File: src/rtl/soc_pm_seq_pkg.sv
// Shared types for the pixel-matrix sequencer: command opcodes and FSM states.
package soc_pm_seq_pkg;

    localparam int unsigned OP_WIDTH    = 3;
    localparam int unsigned STATE_WIDTH = 4;

    // Command opcodes as seen on cmd_op; unlisted encodings behave as NOP.
    typedef enum logic [OP_WIDTH-1:0] {
        OP_NOP       = 3'd0,
        OP_SHIFT     = 3'd1,
        OP_STROBE    = 3'd2,
        OP_GATE      = 3'd3,
        OP_WRITE_CFG = 3'd4
    } pm_op_e;

    typedef enum logic [STATE_WIDTH-1:0] {
        S_IDLE     = 4'd0,
        S_SH_SETUP = 4'd1,
        S_SH_WAIT  = 4'd2,
        S_SH_LOW   = 4'd3,
        S_SH_HIGH  = 4'd4,
        S_SH_HOLD  = 4'd5,
        S_ST_HIGH  = 4'd6,
        S_ST_LOW   = 4'd7,
        S_GATE     = 4'd8,
        S_WCFG     = 4'd9,
        S_FINISH   = 4'd10
    } pm_seq_state_e;

    // shA is held for the whole shift transaction, setup through hold.
    function automatic logic is_shift_state(input pm_seq_state_e s);
        return (s == S_SH_SETUP) || (s == S_SH_WAIT) || (s == S_SH_LOW) ||
               (s == S_SH_HIGH) || (s == S_SH_HOLD);
    endfunction

endpackage

File: src/rtl/soc_pm_ctrl.sv
// Pixel-matrix control lines; the sequencer drives them through the master modport.
//   clkSh     shift clock
//   shA/shB   shift mode selects (shB unused, tied low)
//   res       matrix reset (tied low)
//   gate      acquisition gate
//   strobe    test-pulse strobe
//   write_cfg configuration latch
interface soc_pm_ctrl;
    logic clkSh;
    logic shA;
    logic shB;
    logic res;
    logic gate;
    logic strobe;
    logic write_cfg;

    modport master (output clkSh, shA, shB, res, gate, strobe, write_cfg);
    modport slave  (input  clkSh, shA, shB, res, gate, strobe, write_cfg);
endinterface

File: src/rtl/soc_pm_seq_divider.sv
// Half-period timer shared by every timed sequencer state.
//   clk, rst  clock, asynchronous active-high reset
//   load      restart the period with load_val (period = load_val + 1 cycles)
//   load_val  half-period minus one
//   tick      high in the last cycle of the current period
module soc_pm_seq_divider #(
    parameter int unsigned DIV_WIDTH = 8
) (
    input  logic                 clk,
    input  logic                 rst,
    input  logic                 load,
    input  logic [DIV_WIDTH-1:0] load_val,
    output logic                 tick
);

    logic [DIV_WIDTH-1:0] cnt_q;
    logic [DIV_WIDTH-1:0] cnt_d;

    // Count down to zero and park there until the next load.
    always_comb begin
        cnt_d = cnt_q;
        if (load) begin
            cnt_d = load_val;
        end else if (cnt_q != '0) begin
            cnt_d = cnt_q - DIV_WIDTH'(1);
        end
    end

    always_ff @(posedge clk or posedge rst) begin
        if (rst) begin
            cnt_q <= '0;
        end else begin
            cnt_q <= cnt_d;
        end
    end

    assign tick = (cnt_q == '0);

endmodule

File: src/rtl/soc_pm_sequencer.sv
// Command-driven pixel-matrix sequencer: executes SHIFT / STROBE / GATE / WRITE_CFG
// commands with programmable half-period and generates the matrix control waveforms.
//   cmd_*            one-at-a-time command port (valid/ready)
//   tx_* / rx_*      shift-word streams to and from the matrix
//   busy, done       command progress / one-cycle completion pulse
//   pm_din, pm_dout  matrix column data
//   pm_ctrl          matrix control lines
module soc_pm_sequencer
    import soc_pm_seq_pkg::*;
#(
    parameter int unsigned DATA_WIDTH = 16,
    parameter int unsigned CNT_WIDTH  = 16,
    parameter int unsigned DIV_WIDTH  = 8
) (
    input  logic                  clk,
    input  logic                  rst,
    input  logic                  cmd_valid,
    output logic                  cmd_ready,
    input  logic [2:0]            cmd_op,
    input  logic [CNT_WIDTH-1:0]  cmd_count,
    input  logic [DIV_WIDTH-1:0]  cmd_div,
    input  logic [DATA_WIDTH-1:0] tx_data,
    input  logic                  tx_valid,
    output logic                  tx_ready,
    output logic [DATA_WIDTH-1:0] rx_data,
    output logic                  rx_valid,
    output logic                  busy,
    output logic                  done,
    output logic [DATA_WIDTH-1:0] pm_din,
    input  logic [DATA_WIDTH-1:0] pm_dout,
    soc_pm_ctrl.master            pm_ctrl
);

    pm_seq_state_e         state_q, state_d;
    logic [CNT_WIDTH-1:0]  cnt_q, cnt_d;
    logic [DIV_WIDTH-1:0]  div_q, div_d;
    logic [DATA_WIDTH-1:0] din_q, din_d;
    logic [DATA_WIDTH-1:0] rx_data_q, rx_data_d;
    logic                  rx_valid_q, rx_valid_d;
    logic                  busy_q, busy_d;
    logic                  done_q, done_d;
    logic                  clksh_q, clksh_d;
    logic                  sha_q, sha_d;
    logic                  gate_q, gate_d;
    logic                  strobe_q, strobe_d;
    logic                  wcfg_q, wcfg_d;

    logic                  div_load_c;
    logic [DIV_WIDTH-1:0]  div_val_c;
    logic                  tick;

    soc_pm_seq_divider #(
        .DIV_WIDTH (DIV_WIDTH)
    ) u_div (
        .clk      (clk),
        .rst      (rst),
        .load     (div_load_c),
        .load_val (div_val_c),
        .tick     (tick)
    );

    // Next state, latched command fields and data path.
    always_comb begin
        state_d    = state_q;
        cnt_d      = cnt_q;
        div_d      = div_q;
        din_d      = din_q;
        rx_data_d  = rx_data_q;
        rx_valid_d = 1'b0;
        div_load_c = 1'b0;
        div_val_c  = div_q;

        unique case (state_q)
            S_IDLE: begin
                if (cmd_valid) begin
                    cnt_d     = cmd_count;
                    div_d     = cmd_div;
                    // The divider loads on the accept edge, before div_q holds the new value.
                    div_val_c = cmd_div;
                    if (cmd_count == '0) begin
                        state_d = S_FINISH;
                    end else begin
                        unique case (pm_op_e'(cmd_op))
                            OP_SHIFT: begin
                                state_d    = S_SH_SETUP;
                                div_load_c = 1'b1;
                            end
                            OP_STROBE: begin
                                state_d    = S_ST_HIGH;
                                div_load_c = 1'b1;
                            end
                            OP_GATE: begin
                                state_d = S_GATE;
                            end
                            OP_WRITE_CFG: begin
                                state_d    = S_WCFG;
                                div_load_c = 1'b1;
                            end
                            default: begin
                                state_d = S_FINISH;
                            end
                        endcase
                    end
                end
            end
            S_SH_SETUP: begin
                if (tick) begin
                    state_d = S_SH_WAIT;
                end
            end
            S_SH_WAIT: begin
                if (tx_valid) begin
                    state_d    = S_SH_LOW;
                    din_d      = tx_data;
                    div_load_c = 1'b1;
                end
            end
            S_SH_LOW: begin
                // Capture matrix output on the edge that raises clkSh.
                if (tick) begin
                    state_d    = S_SH_HIGH;
                    div_load_c = 1'b1;
                    rx_data_d  = pm_dout;
                    rx_valid_d = 1'b1;
                end
            end
            S_SH_HIGH: begin
                if (tick) begin
                    if (cnt_q == CNT_WIDTH'(1)) begin
                        state_d    = S_SH_HOLD;
                        div_load_c = 1'b1;
                    end else begin
                        state_d = S_SH_WAIT;
                        cnt_d   = cnt_q - CNT_WIDTH'(1);
                    end
                end
            end
            S_SH_HOLD: begin
                if (tick) begin
                    state_d = S_FINISH;
                end
            end
            S_ST_HIGH: begin
                if (tick) begin
                    state_d    = S_ST_LOW;
                    div_load_c = 1'b1;
                end
            end
            S_ST_LOW: begin
                if (tick) begin
                    if (cnt_q == CNT_WIDTH'(1)) begin
                        state_d = S_FINISH;
                    end else begin
                        state_d    = S_ST_HIGH;
                        cnt_d      = cnt_q - CNT_WIDTH'(1);
                        div_load_c = 1'b1;
                    end
                end
            end
            S_GATE: begin
                // Gate runs on raw clk cycles, one per count.
                if (cnt_q == CNT_WIDTH'(1)) begin
                    state_d = S_FINISH;
                end else begin
                    cnt_d = cnt_q - CNT_WIDTH'(1);
                end
            end
            S_WCFG: begin
                if (tick) begin
                    state_d = S_FINISH;
                end
            end
            S_FINISH: begin
                state_d = S_IDLE;
            end
            default: begin
                state_d = S_IDLE;
            end
        endcase
    end

    // Registered outputs decoded from the next state so they change with the state.
    always_comb begin
        sha_d    = is_shift_state(state_d);
        clksh_d  = (state_d == S_SH_HIGH);
        strobe_d = (state_d == S_ST_HIGH);
        gate_d   = (state_d == S_GATE);
        wcfg_d   = (state_d == S_WCFG);
        done_d   = (state_d == S_FINISH);
        busy_d   = (state_d != S_IDLE) && (state_d != S_FINISH);
    end

    always_ff @(posedge clk or posedge rst) begin
        if (rst) begin
            state_q    <= S_IDLE;
            cnt_q      <= '0;
            div_q      <= '0;
            din_q      <= '0;
            rx_data_q  <= '0;
            rx_valid_q <= 1'b0;
            busy_q     <= 1'b0;
            done_q     <= 1'b0;
            clksh_q    <= 1'b0;
            sha_q      <= 1'b0;
            gate_q     <= 1'b0;
            strobe_q   <= 1'b0;
            wcfg_q     <= 1'b0;
        end else begin
            state_q    <= state_d;
            cnt_q      <= cnt_d;
            div_q      <= div_d;
            din_q      <= din_d;
            rx_data_q  <= rx_data_d;
            rx_valid_q <= rx_valid_d;
            busy_q     <= busy_d;
            done_q     <= done_d;
            clksh_q    <= clksh_d;
            sha_q      <= sha_d;
            gate_q     <= gate_d;
            strobe_q   <= strobe_d;
            wcfg_q     <= wcfg_d;
        end
    end

    // Handshake readies come straight from the state; cmd_ready stays low while in reset.
    assign cmd_ready = (state_q == S_IDLE) && !rst;
    assign tx_ready  = (state_q == S_SH_WAIT);

    assign rx_data  = rx_data_q;
    assign rx_valid = rx_valid_q;
    assign busy     = busy_q;
    assign done     = done_q;
    assign pm_din   = din_q;

    assign pm_ctrl.clkSh     = clksh_q;
    assign pm_ctrl.shA       = sha_q;
    assign pm_ctrl.shB       = 1'b0;
    assign pm_ctrl.res       = 1'b0;
    assign pm_ctrl.gate      = gate_q;
    assign pm_ctrl.strobe    = strobe_q;
    assign pm_ctrl.write_cfg = wcfg_q;

endmodule

File: src/flat_wrapper.sv
// flat-port wrapper written by rule: the top's interface ports become plain ports
module soc_pm_sequencer_flat import soc_pm_seq_pkg::*;
#(
    parameter int unsigned DATA_WIDTH = 16,
    parameter int unsigned CNT_WIDTH  = 16,
    parameter int unsigned DIV_WIDTH  = 8
)
  (clk, rst, cmd_valid, cmd_ready, cmd_op, cmd_count, cmd_div, tx_data, tx_valid, tx_ready, rx_data, rx_valid, busy, done, pm_din, pm_dout, pm_ctrl_clkSh, pm_ctrl_shA, pm_ctrl_shB, pm_ctrl_res, pm_ctrl_gate, pm_ctrl_strobe, pm_ctrl_write_cfg);
  soc_pm_ctrl pm_ctrl_i ();
  input  logic clk;
  input  logic rst;
  input  logic cmd_valid;
  output logic cmd_ready;
  input  logic [2:0] cmd_op;
  input  logic [CNT_WIDTH-1:0] cmd_count;
  input  logic [DIV_WIDTH-1:0] cmd_div;
  input  logic [DATA_WIDTH-1:0] tx_data;
  input  logic tx_valid;
  output logic tx_ready;
  output logic [DATA_WIDTH-1:0] rx_data;
  output logic rx_valid;
  output logic busy;
  output logic done;
  output logic [DATA_WIDTH-1:0] pm_din;
  input  logic [DATA_WIDTH-1:0] pm_dout;
  output wire logic [$bits(pm_ctrl_i.clkSh)-1:0] pm_ctrl_clkSh;
  output wire logic [$bits(pm_ctrl_i.shA)-1:0] pm_ctrl_shA;
  output wire logic [$bits(pm_ctrl_i.shB)-1:0] pm_ctrl_shB;
  output wire logic [$bits(pm_ctrl_i.res)-1:0] pm_ctrl_res;
  output wire logic [$bits(pm_ctrl_i.gate)-1:0] pm_ctrl_gate;
  output wire logic [$bits(pm_ctrl_i.strobe)-1:0] pm_ctrl_strobe;
  output wire logic [$bits(pm_ctrl_i.write_cfg)-1:0] pm_ctrl_write_cfg;
  assign pm_ctrl_clkSh = pm_ctrl_i.clkSh;
  assign pm_ctrl_shA = pm_ctrl_i.shA;
  assign pm_ctrl_shB = pm_ctrl_i.shB;
  assign pm_ctrl_res = pm_ctrl_i.res;
  assign pm_ctrl_gate = pm_ctrl_i.gate;
  assign pm_ctrl_strobe = pm_ctrl_i.strobe;
  assign pm_ctrl_write_cfg = pm_ctrl_i.write_cfg;
  soc_pm_sequencer #(.DATA_WIDTH(DATA_WIDTH), .CNT_WIDTH(CNT_WIDTH), .DIV_WIDTH(DIV_WIDTH)) u_core (.clk(clk), .rst(rst), .cmd_valid(cmd_valid), .cmd_ready(cmd_ready), .cmd_op(cmd_op), .cmd_count(cmd_count), .cmd_div(cmd_div), .tx_data(tx_data), .tx_valid(tx_valid), .tx_ready(tx_ready), .rx_data(rx_data), .rx_valid(rx_valid), .busy(busy), .done(done), .pm_din(pm_din), .pm_dout(pm_dout), .pm_ctrl(pm_ctrl_i));
endmodule
File: config.mk
export PLATFORM = sky130hd
export DESIGN_NAME = soc_pm_sequencer_flat
export DESIGN_NICKNAME = d
export VERILOG_FILES = /design/src/rtl/soc_pm_seq_pkg.sv /design/src/rtl/soc_pm_ctrl.sv /design/src/rtl/soc_pm_seq_divider.sv /design/src/rtl/soc_pm_sequencer.sv /design/src/flat_wrapper.sv
export SDC_FILE = /design/constraint.sdc
export NUM_CORES = 1
export LEC_CHECK = 0
export ABC_AREA = 1
export ABC_CLOCK_PERIOD_IN_PS = 2200
export BUFFER_PORTS_ARGS = -buffer_cell sky130_fd_sc_hd__buf_2
export CAP_MARGIN = 10
export CORE_ASPECT_RATIO = 0.75
export CORE_MARGIN = 1
export CORE_UTILIZATION = 48
export DETAILED_ROUTE_END_ITERATION = 7
export GPL_TIMING_DRIVEN = 0
export PLACE_DENSITY = 0.87
export SYNTH_ARGS = -nofsm -noshare
export SYNTH_HDL_FRONTEND = slang
export SYNTH_HIERARCHICAL = 1
export SYNTH_SLANG_ARGS = --single-unit
File: constraint.sdc
create_clock -name clk -period 2.2 [get_ports clk]
set_input_delay 0.11 -clock clk [delete_from_list [all_inputs] [get_ports clk]]
set_output_delay 0.11 -clock clk [all_outputs]
set_load 0.02 [all_outputs]
# After elaboration in Yosys (flattened, before gate mapping)
# Cells that the tools add are included.
# classes
n_addsub,2
n_eq_ne,26
mux,33
n_reduce_logical,21
# op_table
op,count
two-way mux 16 bit,3
case mux 16 bit (3 select lines),1
two-way mux 4 bit,11
case mux 4 bit (9 select lines),1
two-way mux 8 bit,4
"equality test 4 x 3 -> 1 bit, second input constant",7
"equality test 4 bit, second input constant",5
"equality test 16 x 1 -> 1 bit, second input constant",1
"equality test 4 x 2 -> 1 bit, second input constant",4
zero test 16 bit,1
case mux 4 bit (4 select lines),1
"subtractor 16 x 1 -> 16 bit, second input constant",1
two-way mux 1 bit,10
"equality test 4 x 1 -> 1 bit, second input constant",2
zero test 8 bit,1
nonzero test 8 bit,1
"subtractor 8 x 1 -> 8 bit, second input constant",1
"equality test 3 x 2 -> 1 bit, second input constant",2
OR reduction 2 bit,3
case mux 1 bit (5 select lines),1
zero test 4 bit,1
logical OR 1 bit,4
"!= test 4 bit, second input constant",1
AND reduction 2 bit,2
12 further kinds,13
# totals
reg_bits,76
out_inout_bits,44

# Longest topological paths before layout
# logic_depth
depth_word,10
ltp_mapped,16

# Modules after synthesis
# Netlist, hierarchy kept.
# by_module_without_submodules
mod,instances,cells_each,area_per_inst_um2,seq_area_each_um2
soc_pm_sequencer,1,451,3472.1,1701.6
soc_pm_seq_divider,1,71,530.5,200.2

# Worst setup path before layout
# No wires, ideal clock.
# synth_timing
kind,reg2reg
from,reg u_core.u_div.cnt_q[0]
to,reg u_core.u_div.cnt_q[0]
setup_ns,0.118
arrival_time_ns,2.043
required_time_ns,2.082
setup_slack_ns,0.038
stages_incl_launch_ff,14
path_buffers,1
synth_period_minus_slack_ns,2.162
path_cell_list,dfrtp_1 -> inv_1 -> ha_1 -> nand2_4 -> nor2_8 -> nand3_1 -> clkinv_1 -> nor3_1 -> nand3_1 -> buf_4 -> nand2_1 -> o21ai_0 -> nand2_1 -> o21ai_2
# synth_between
elab_chain_cells,4
# synth_rtl
element,line_no,rtl
"start, declared",soc_pm_seq_divider.sv:16,logic [DIV_WIDTH-1:0] cnt_q;
"start signal, assigned",soc_pm_seq_divider.sv:33,cnt_q <= cnt_d;
zero test 8 bit (*),soc_pm_seq_divider.sv:37,assign tick = (cnt_q == '0);
named net u_core.tick,soc_pm_sequencer.sv:50,logic tick;
"two-way mux 1 bit, on equally long branches",n/a,
case mux 1 bit (5 select lines) (*),soc_pm_sequencer.sv:73,unique case (state_q)
named net u_core.div_load_c,soc_pm_sequencer.sv:48,logic div_load_c;
two-way mux 8 bit or nonzero test 2 bit (tied branches),n/a,
# The timed path passes the listed nets; every way through them passes the cells marked *. The select of a mux whose other input is x is not followed.
# A chain may end at the register's enable or synchronous reset.

# Worst setup path after layout
# Same ends and word-level chain as after synthesis.

==> run summary <==
commonest register cell after synthesis = dfrtp_1
H-tree lvl count = 3
count of buffers from port buffering = 104
cell row count = 28
Critical Path AT = 2.23 ns
Syn Std Cell Area = 0.004003 mm^2
die area = 0.008712 mm^2
total instance count after detailed placement = 732
diodes inserted = 0
Die Span Y = 81.08 um
Clk Latency, worst-skew pair = 0.35 ns
dominant combinational cell family by area after synthesis = simple AND/OR/NAND/NOR gates
detailed-route DRC error count = 0
Pwr per Cell Area = 1488 mW/mm^2
wire length of the first global-routing pass = 17620 um
buffer depth of the longest clock path = 2
max-cap violations = 0
XOR/XNOR share of the synthesized area = 2.845%
kind of start point of the critical path = flop
number of enable-type register cells in the synthesized netlist = 0
final period demand of the worst path = 1.992 ns
detailed-route via count = 3908
Relative slew margins = 42.83%
post-synthesis compound-gate area fraction = 4.158%
result of the run = finished clean
drt total wl = 10680 um
slew at the pin closest to its max-slew limit = 0.8576 ns
Final Instance Count excl. Fillers = 792
data required time at the worst endpoint = 2.44 ns
async set or reset register ratio after synthesis = 100.0%
post-synthesis share of cell area spent on and, or, nand and nor gates = 33.89%
Wirelength per Cell = 13.49 um
CTS buffer count = 9
fraction of layout cells with a size suffix above 1 = 27.37%
maximum ir drop on the vdd rail = 906.7 uV
HPWL after detailed placement = 6908 um
num ports = 107
register bit total from synthesis = 76
min-delay worst type = in -> reg
Setup violations, final = 0
family with the most delay on the worst path = simple AND/OR/NAND/NOR gates
Crit path top cell by count = nand2_1
Slew Limit Fails = 0
width of the die = 107.4 um
GR Util All Layers = 26.27%
CP Capture Type = flop
portion of the post-synthesis area used by sequential elements = 47.51%
total of warnings raised by yosys = 6
Layout Area Growth over Synthesis = 35.48%
count of unique library cells instantiated by Yosys = 33
detailed router's first-iteration violation count = 196
number of instances in the synthesized netlist = 522
adder and majority gate portion of the synthesized area = 0.9378%
post-synthesis average cell area = 7.668 um^2
detailed-router iteration count before antenna repair = 7
weighted congestion at the end of routability-driven global placement = 0.9061
ratio of routed vias to standard cells = 4.934
GRT Residual Overflow = 0
Slowest Stage Delay on Critical Path = 0.35 ns
placeable core region = 0.007988 mm^2
Clock Root Buffer = clkbuf_8
slowest cell on the critical path = dfrtp_1
Clock Skews = 0.01103 ns
largest fanout on the critical path = 10
number of buffers and inverters on the critical path = 3
post-layout power = 8.070 mW
TritonCTS Sinks = 76
initial core utilization = 50.11%
Net count, final = 749
clock edge transition at the registers on the reported setup and hold paths = 0.08 ns
Antenna Nets Post-Route = 0
number of global-route vias before repair = 3786
crit share post-route = 90.55%
Leak Pwr = 2.877 nW
Critical Setup Path Class = reg -> reg
multiplexer share of the synthesized area = 4.501%
clock tree from TritonCTS = done
Fmax achieved = 502.0 MHz
largest net degree at the start of global routing = 69
initial antenna violation count = 0
hold violation total from the final report = 0
ordered cell list for the critical path = inv_1 > ha_4 > nand2_4 > nor2_8 > nand3_4 > clkinv_4 > nor3_2 > nand3_2 > buf_4 > nand2_1 > o21ai_0 > nand2_1 > o21ai_2
cell families (layout without fill, tap and decap cells):
kind of cell / Yosys count / after routing
and+or+nand+nor: 329 / 329
buffers and inverters: 55 / 219
adders and majority gates: 3 / 3
muxes: 16 / 16
other: 1 / 2
DFF: 76 / 76
AOI/OAI and AO/OA: 29 / 29
xor gates and xnor gates: 13 / 13
routing by layer:
layer	global-route usage [%]	vias to the layer above	share of wire, %	wire (um)
met5	0	-	0	0
met4	6.438	0	1.0	112
met3	6.260	10	7.7	818
met2	43.61	137	46	4930
met1	35.02	1829	45	4821
li1	-	1932	-	-
worst paths after layout:
| check | start | endpoint | slack, ns | depth (start not counted) |
|---|---|---|---|---|
| max | u_core/u_div/cnt_q[0] | u_core/u_div/cnt_q[0] | 0.21 | 13 |
| min | cmd_div[6] | u_core/div_q[6] | 0.02 | 3 |
| max reg2reg | u_core/u_div/cnt_q[0] | u_core/u_div/cnt_q[0] | 0.21 | 13 |
| min reg2reg | u_core/rx_data[1] | u_core/rx_data[1] | 0.48 | 2 |
| max in group asynchronous | rst | u_core/state_q[2] | 1.09 | 3 |
| min in group asynchronous | rst | u_core/u_div/cnt_q[4] | 0.30 | 3 |
cell usage in the layout, fill, tap and decap left out, types with 2 or more instances in the layout:
cell type      netlist  routed
nand3_1             26      23
buf_2                3     106
nand2_4              3       4
dlygate4sd3_1        0      39
inv_2                3       5
inv_1               38      35
nor3_2               1       3
nor2_4               2       4
nor2_2               2       2
inv_4                1       2
clkinv_4             0       2
dfrtp_1             76      75
bufinv_16            0       3
buf_4                4      10
xor2_1               9       9
o21ai_2              2       2
conb_1               1       2
nand2_2              4       6
ha_1                 3       2
clkbuf_8             0       9
a21oi_1              3       2
nand2_1            226     223
buf_6                2       3
clkbuf_1             3       3
o21ai_1              8      10
nor3_1               7       5
mux2_2              16      16
o21ai_0             13      11
xnor2_1              4       4
nor2_1              55      53
nand3_2              0       2
Yosys cell counts, types with 4 or more instances:
master	instances	area, um^2
nand3_1	26	130.1
nand2_1	226	848.3
mux2_2	16	180.2
nand2_2	4	25.02
xnor2_1	4	35.03
nor2_1	55	206.5
xor2_1	9	78.83
buf_4	4	30.03
o21ai_0	13	65.06
inv_1	38	142.6
dfrtp_1	76	1902
nor3_1	7	35.03
o21ai_1	8	40.04
worst register-to-register path, delay by kind of cell (launching register included):
kind / cells / cell delay (ns)
simple gates: 7 / 0.80
buf+inv: 3 / 0.42
fa+ha+maj: 1 / 0.20
flops: 1 / 0.35
compound gates: 2 / 0.12
metrics by stage:
| step | util (%) | setup TNS (ns) | area, um^2 | setup WS [ns] | hold slack (ns) |
|---|---|---|---|---|---|
| finish | 67.89 | 0 | 5423 | 0.2080 | 0.01514 |
| global route | 67.89 | -0.008061 | 5423 | -0.008061 | 0.02178 |
| global placement | 58.32 | -35.42 | 4658 | -0.4816 | 0.1008 |
| detailed placement | 58.35 | -4.189 | 4661 | -0.5745 | 0.1290 |
| CTS | 66.67 | 0 | 5325 | 0.01083 | 0.004601 |
| floorplan | - | 0 | 4006 | 0.03831 | -0.07434 |
state kept, by name, indices dropped and copies added, names as in the netlist:
name                      flops
u_core/u_div/cnt_q            8
u_core/div_q                  8
u_core/pm_ctrl.write_cfg      1
u_core/rx_data               16
u_core/pm_ctrl.clkSh          1
u_core/pm_ctrl.gate           1
u_core/pm_din                16
u_core/pm_ctrl.strobe         1
u_core/done                   1
u_core/state_q                4
u_core/cnt_q                 16
u_core/busy                   1
u_core/pm_ctrl.shA            1
u_core/rx_valid               1
timing repair:
action | in CTS | in global routing
setup buffers | 1 | 5
hold buffers | 39 | 0
resized for setup | 7 | 20
pin swaps | 1 | 2
setup endpoints to repair | 17 | 13
endpoints found under the hold margin | 58 | 0
layout make-up:
cell class	count	area (um^2)
fillers	639	2565
multi-input cells	392	1939
flip-flops and latches	76	1903
repair buffers	149	955.9
inverters	43	171.4
well taps	105	131.4
clock buffers	9	123.9
clock inverters	6	112.6
plain buffers	12	85.08
where the power goes:
part           switching (mW)  total, mW  internal (mW)
sequential              0.427       2.50           2.08
combinational            2.71       4.27           1.56
clock                   0.541       1.29          0.752
total                    3.68       8.07           4.39
(Power assumes the default switching activity.)
